## config.mk

```make
export PLATFORM = sky130hd
export DESIGN_NAME = data_mem_dump
export DESIGN_NICKNAME = d
export VERILOG_FILES = /design/src/rtl/data_mem_dump.sv
export SDC_FILE = /design/constraint.sdc
export NUM_CORES = 1
export LEC_CHECK = 0
export CAP_MARGIN = 40
export CELL_PAD_IN_SITES_DETAIL_PLACEMENT = 2
export CELL_PAD_IN_SITES_GLOBAL_PLACEMENT = 2
export CORE_AREA = 3 3 60 62
export CTS_BUF_LIST = sky130_fd_sc_hd__clkbuf_16
export CTS_CLUSTER_DIAMETER = 150
export DETAILED_ROUTE_END_ITERATION = 8
export DIE_AREA = 0 0 63 65
export PLACE_DENSITY_LB_ADDON = 0.1
export SYNTH_ARGS = -nofsm -noshare
export SYNTH_HDL_FRONTEND = slang
export SYNTH_SLANG_ARGS = --single-unit
```

## constraint.sdc

```tcl
create_clock -name clock -period 3.1 [get_ports clock]
set_clock_uncertainty 0.05 [all_clocks]
set_input_delay 0.62 -clock clock [delete_from_list [all_inputs] [get_ports clock]]
set_output_delay 0.62 -clock clock [all_outputs]
set_load 0.02 [all_outputs]
```

## src/rtl/data_mem_dump.sv

```systemverilog
// data_mem_dump: reads back the whole data memory after a program run and
// streams every byte, tagged with its address, over a valid/ready port.
// Each byte costs one READ, one WAIT (memory latency) and at least one SEND
// cycle. Beats are not pipelined, so the read port stays idle while a beat
// waits for the sink.
//
// Optional feature macro: DUMP_CHECKSUM_EN
//   defined   -> one extra beat after the last data beat carries the sum of
//                all dumped bytes (mod 2**DATA_W) at address 0 with out_last=1
//   undefined -> out_last is raised on the data beat at DEPTH-1
//
// state | meaning
// ------+-----------------------------------------------------------------
// IDLE  | waiting for start; everything quiet
// READ  | one-cycle read strobe for address idx
// WAIT  | memory latency; read data captured into out_data at the edge
// SEND  | data beat for idx held on the stream until accepted
// CSUM  | checksum beat held on the stream until accepted (feature only)
// DONE  | one-cycle done pulse, then back to IDLE
//
// abort in any state but IDLE returns to IDLE at the next edge without a
// done pulse; a beat that was offered but not yet accepted is dropped.

module data_mem_dump #(
  parameter int DATA_W = 8,
  parameter int ADDR_W = 4,
  parameter int DEPTH  = 16
) (
  input  logic              clock,
  input  logic              reset_n,
  input  logic              start,
  input  logic              abort,
  output logic              busy,
  output logic              done,
  output logic              mem_rd_en,
  output logic [ADDR_W-1:0] mem_rd_addr,
  input  logic [DATA_W-1:0] mem_rd_data,
  output logic              out_valid,
  input  logic              out_ready,
  output logic [DATA_W-1:0] out_data,
  output logic [ADDR_W-1:0] out_addr,
  output logic              out_last
);

  // Last address dumped; idx never counts past it, so idx cannot wrap.
  localparam logic [ADDR_W-1:0] LAST_IDX = ADDR_W'(DEPTH - 1);

`ifdef DUMP_CHECKSUM_EN
  typedef enum logic [2:0] {
    S_IDLE = 3'd0,
    S_READ = 3'd1,
    S_WAIT = 3'd2,
    S_SEND = 3'd3,
    S_CSUM = 3'd4,
    S_DONE = 3'd5
  } state_t;
`else
  typedef enum logic [2:0] {
    S_IDLE = 3'd0,
    S_READ = 3'd1,
    S_WAIT = 3'd2,
    S_SEND = 3'd3,
    S_DONE = 3'd5
  } state_t;
`endif

  state_t            state;
  state_t            state_nxt;
  logic [ADDR_W-1:0] idx;
  logic [ADDR_W-1:0] rd_addr_hold;
  logic [DATA_W-1:0] data_q;
  logic              start_go;
  logic              xfer;
  logic              at_last;

`ifdef DUMP_CHECKSUM_EN
  logic [DATA_W-1:0] csum;
`endif

  // abort beats start when both arrive together in IDLE
  assign start_go = (state == S_IDLE) && start && !abort;
  assign xfer     = out_valid && out_ready;
  assign at_last  = (idx == LAST_IDX);

  // State register
  always_ff @(posedge clock or negedge reset_n) begin
    if (!reset_n) begin
      state <= S_IDLE;
    end else begin
      state <= state_nxt;
    end
  end

  // Next-state logic; abort takes priority in every busy state
  always_comb begin
    state_nxt = state;
    if ((state != S_IDLE) && abort) begin
      state_nxt = S_IDLE;
    end else begin
      case (state)
        S_IDLE: begin
          if (start_go) begin
            state_nxt = S_READ;
          end
        end
        S_READ: state_nxt = S_WAIT;
        S_WAIT: state_nxt = S_SEND;
        S_SEND: begin
          if (xfer) begin
            if (!at_last) begin
              state_nxt = S_READ;
            end else begin
`ifdef DUMP_CHECKSUM_EN
              state_nxt = S_CSUM;
`else
              state_nxt = S_DONE;
`endif
            end
          end
        end
`ifdef DUMP_CHECKSUM_EN
        S_CSUM: begin
          if (xfer) begin
            state_nxt = S_DONE;
          end
        end
`endif
        S_DONE:  state_nxt = S_IDLE;
        default: state_nxt = S_IDLE;
      endcase
    end
  end

  // Address walker, held read address and captured read data
  always_ff @(posedge clock or negedge reset_n) begin
    if (!reset_n) begin
      idx          <= '0;
      rd_addr_hold <= '0;
      data_q       <= '0;
    end else begin
      if (start_go) begin
        idx <= '0;
      end else if ((state == S_SEND) && xfer && !abort && !at_last) begin
        idx <= idx + ADDR_W'(1);
      end
      if (state == S_READ) begin
        rd_addr_hold <= idx;
      end
      if (state == S_WAIT) begin
        data_q <= mem_rd_data;
      end
    end
  end

`ifdef DUMP_CHECKSUM_EN
  // Running sum of dumped bytes; restarts with every accepted start
  always_ff @(posedge clock or negedge reset_n) begin
    if (!reset_n) begin
      csum <= '0;
    end else if (start_go) begin
      csum <= '0;
    end else if (state == S_WAIT) begin
      csum <= csum + mem_rd_data;
    end
  end
`endif

  // Outputs decoded from the current state
  always_comb begin
    busy        = (state != S_IDLE);
    done        = (state == S_DONE);
    mem_rd_en   = (state == S_READ);
    mem_rd_addr = rd_addr_hold;
    out_valid   = 1'b0;
    out_data    = data_q;
    out_addr    = '0;
    out_last    = 1'b0;
    case (state)
      S_READ: begin
        mem_rd_addr = idx;
      end
      S_SEND: begin
        out_valid = 1'b1;
        out_addr  = idx;
`ifdef DUMP_CHECKSUM_EN
        out_last  = 1'b0;
`else
        out_last  = at_last;
`endif
      end
`ifdef DUMP_CHECKSUM_EN
      S_CSUM: begin
        out_valid = 1'b1;
        out_data  = csum;
        out_addr  = '0;
        out_last  = 1'b1;
      end
`endif
      default: begin
      end
    endcase
  end

endmodule

```

==> impl_metrics.tcl <==
set metrics [dict create \
    placed_area_mm2 0.00126 \
    rr_startpoint "state[2]" \
    hold_buffers 0 \
    synth_cell_types 26 \
    layout_common_cells "33 x clkdlybuf4s50_1, 19 x dfrtp_1, 12 x mux2_2" \
    dieHeight_um 65 \
    vias_per_cell 4.59 \
    port_buffers 33 \
    cts_root_buf "clkbuf_16" \
    cp-end-kind "output pin" \
    tns_ns 0 \
    rrSetupSlack_ns 1.50 \
    cts_buffer_depth 2 \
    finish.instance_area_mm2 0.00134 \
    status "completed" \
    crit_path_max_fanout 8 \
    grt_util_all_layers_pct 12.8 \
    clkSlewWorstSetupHoldPaths_ns 0.06 \
    postSynthCellCount 70 \
    grt_pass1_vias 825 \
    yosysWarnings 0 \
    seqPwrFrac_pct 37.1 \
    final.min_clock_period_ns 2.88 \
    antenna-diode-count 0 \
    worst_setup_path_start_kind "flop" \
    power.internal_uw 634 \
    p_leak_uw 0.000582 \
    crit_end "mem_rd_addr[0]" \
    min-delay-path-class "flop to flop" \
    first_iter_violations 5 \
    syn_to_final_growth_pct 54.2 \
    rows 20 \
    hpwlAfterDp_um 1730 \
    final_common_cell "clkdlybuf4s50_1" \
    swShare_pct 29.6 \
    synth_area_per_cell_um2 12.4 \
    drv_cap 0 \
    dp_slack_ns 0.485 \
    required_ns 2.43 \
    avgRoutedWirePerCell_um 15.4 \
    cts_tree "yes" \
    cts_buffers 3 \
    overflow 0 \
    die_w_um 63 \
    drive_gt1_share_pct 18.9 \
    worstPathArrival_ns 2.21 \
    min_delay_path_depth 1 \
    slew_headroom_pct 67.7 \
    cts_max_level 1 \
    ys_ff_latch 19 \
    place_inst 146 \
    fp.dieArea_mm2 0.00410 \
    rsz0062_at_grt "false" \
    clock-sinks 19 \
    slew_violations 0 \
    start_util_pct 28.3 \
    power.switching_uw 267 \
    yosysSeqAreaShare_pct 54.7 \
    drtAntennaViolNets 0 \
    setup_viol 0 \
    combPwrFrac_pct 32.9 \
    synth_fp_nets 84 \
    io_pins 34 \
    clock_latency_ns 0.25 \
    r2r_cells 3 \
    vias 689 \
    core_area_mm2 0.00308 \
    clockPowerShare_pct 29.9 \
    place_congestion 0.696 \
    setup_ws_ns 0.218 \
    route.detailed.drc 0 \
    final_cells 150 \
    wirelength_um 2310 \
    antenna_found_initial 0 \
    postCtsSetupRepairBufs 0 \
    p_per_area_mw_per_mm2 672 \
    tightest_slew_ns 0.482 \
    max_clock_freq_ghz 0.347 \
    path_class "flop to output pin" \
    postCtsResizedCells 0 \
    hold_viol 0 \
    fin_util_pct 43.6 \
    vdd_ir_drop_max_mv 0.286 \
    finalCritPeriodShare_pct 93.0 \
    finalNetCount 121 \
    grt_pass1_wl_um 4120 \
    r2r-end "out_data[6]" \
    syn-cell-area_um2 870 \
    critical_path.startpoint "state[0]" \
    grt_max_degree 16 \
    drtPass1Iterations 4 \
]
state kept, by name (all words and copies together) (netlist names):
register and flops:
idx 4, out_data 8, rd_addr_hold 4, state 3
synth_stat cells (all sizes together):
library cell  count  area, um2
mux2             12        135
a41o              1       10.0
o311a             1       10.0
buf               1       5.00
nand2             2       7.51
nor3b             2       20.0
nand3             2       10.0
ha                1       12.5
nor3              3       20.0
clkbuf            1       3.75
o21bai            1       7.51
mux2i             4       40.0
inv               2       7.51
nand4             1       6.26
and3              1       6.26
nand4b            1       8.76
or2               1       6.26
and2              4       25.0
o21ai             4       20.0
or3               1       6.26
nor2              3       13.8
nand2b            2       12.5
dfrtp            19        475
power by group through the flow:
stage | Combinational, uW | Clock, uW | Sequential [uW]
floorplan | 91.1 | 0 | 394
global placement | 295 | 0 | 337
detailed placement | 300 | 0 | 340
CTS | 302 | 275 | 336
global route | 320 | 288 | 347
finish | 296 | 270 | 335
per-layer routing:
layer	track usage [%]	wire length [um]
met5	0	0
met4	2.48	10
met3	3.29	148
met2	21.7	1070
met1	16.5	1080
per-stage QoR:
step                power [uW]  hold WS (ns)
floorplan                  485         0.274
global placement           632         0.432
detailed placement         640         0.438
CTS                        913         0.451
global route               955         0.475
finish                     901         0.449
layout make-up:
class                   instances  area [um2]
fillers                       334        1740
flip-flops and latches         19         475
multi-input cells              47         378
repair buffers                 34         345
clock buffers                   3        75.1
well taps                      44        55.1
inverters                       2        7.51
clock inverters                 1        5.00
kinds of logic after synthesis:
group	count (synthesis)	synth area share, %
simple gates	23	16.4
fa+ha+maj	1	1.44
flops	19	54.7
mux	16	20.1
buf+inv	4	1.87
compound gates	7	5.47
critical path, cell delays in order (launching register included):
cell and delay [ns]:
dfrtp_1 0.47, inv_1 0.14, nor3_2 0.39, mux2_2 0.41, clkdlybuf4s50_1 0.55
worst min-delay path by stage:
stage                                from              end  slack, ns
after global routing      rd_addr_hold[3]  rd_addr_hold[3]       0.48
after CTS                 rd_addr_hold[2]  rd_addr_hold[2]       0.45
final                     rd_addr_hold[2]  rd_addr_hold[2]       0.45
after global placement    rd_addr_hold[3]  rd_addr_hold[3]       0.43
after floorplan                   reset_n           idx[0]       0.27
after detailed placement  rd_addr_hold[2]  rd_addr_hold[2]       0.44
No activity file was read; power rests on OpenSTA's default activity.
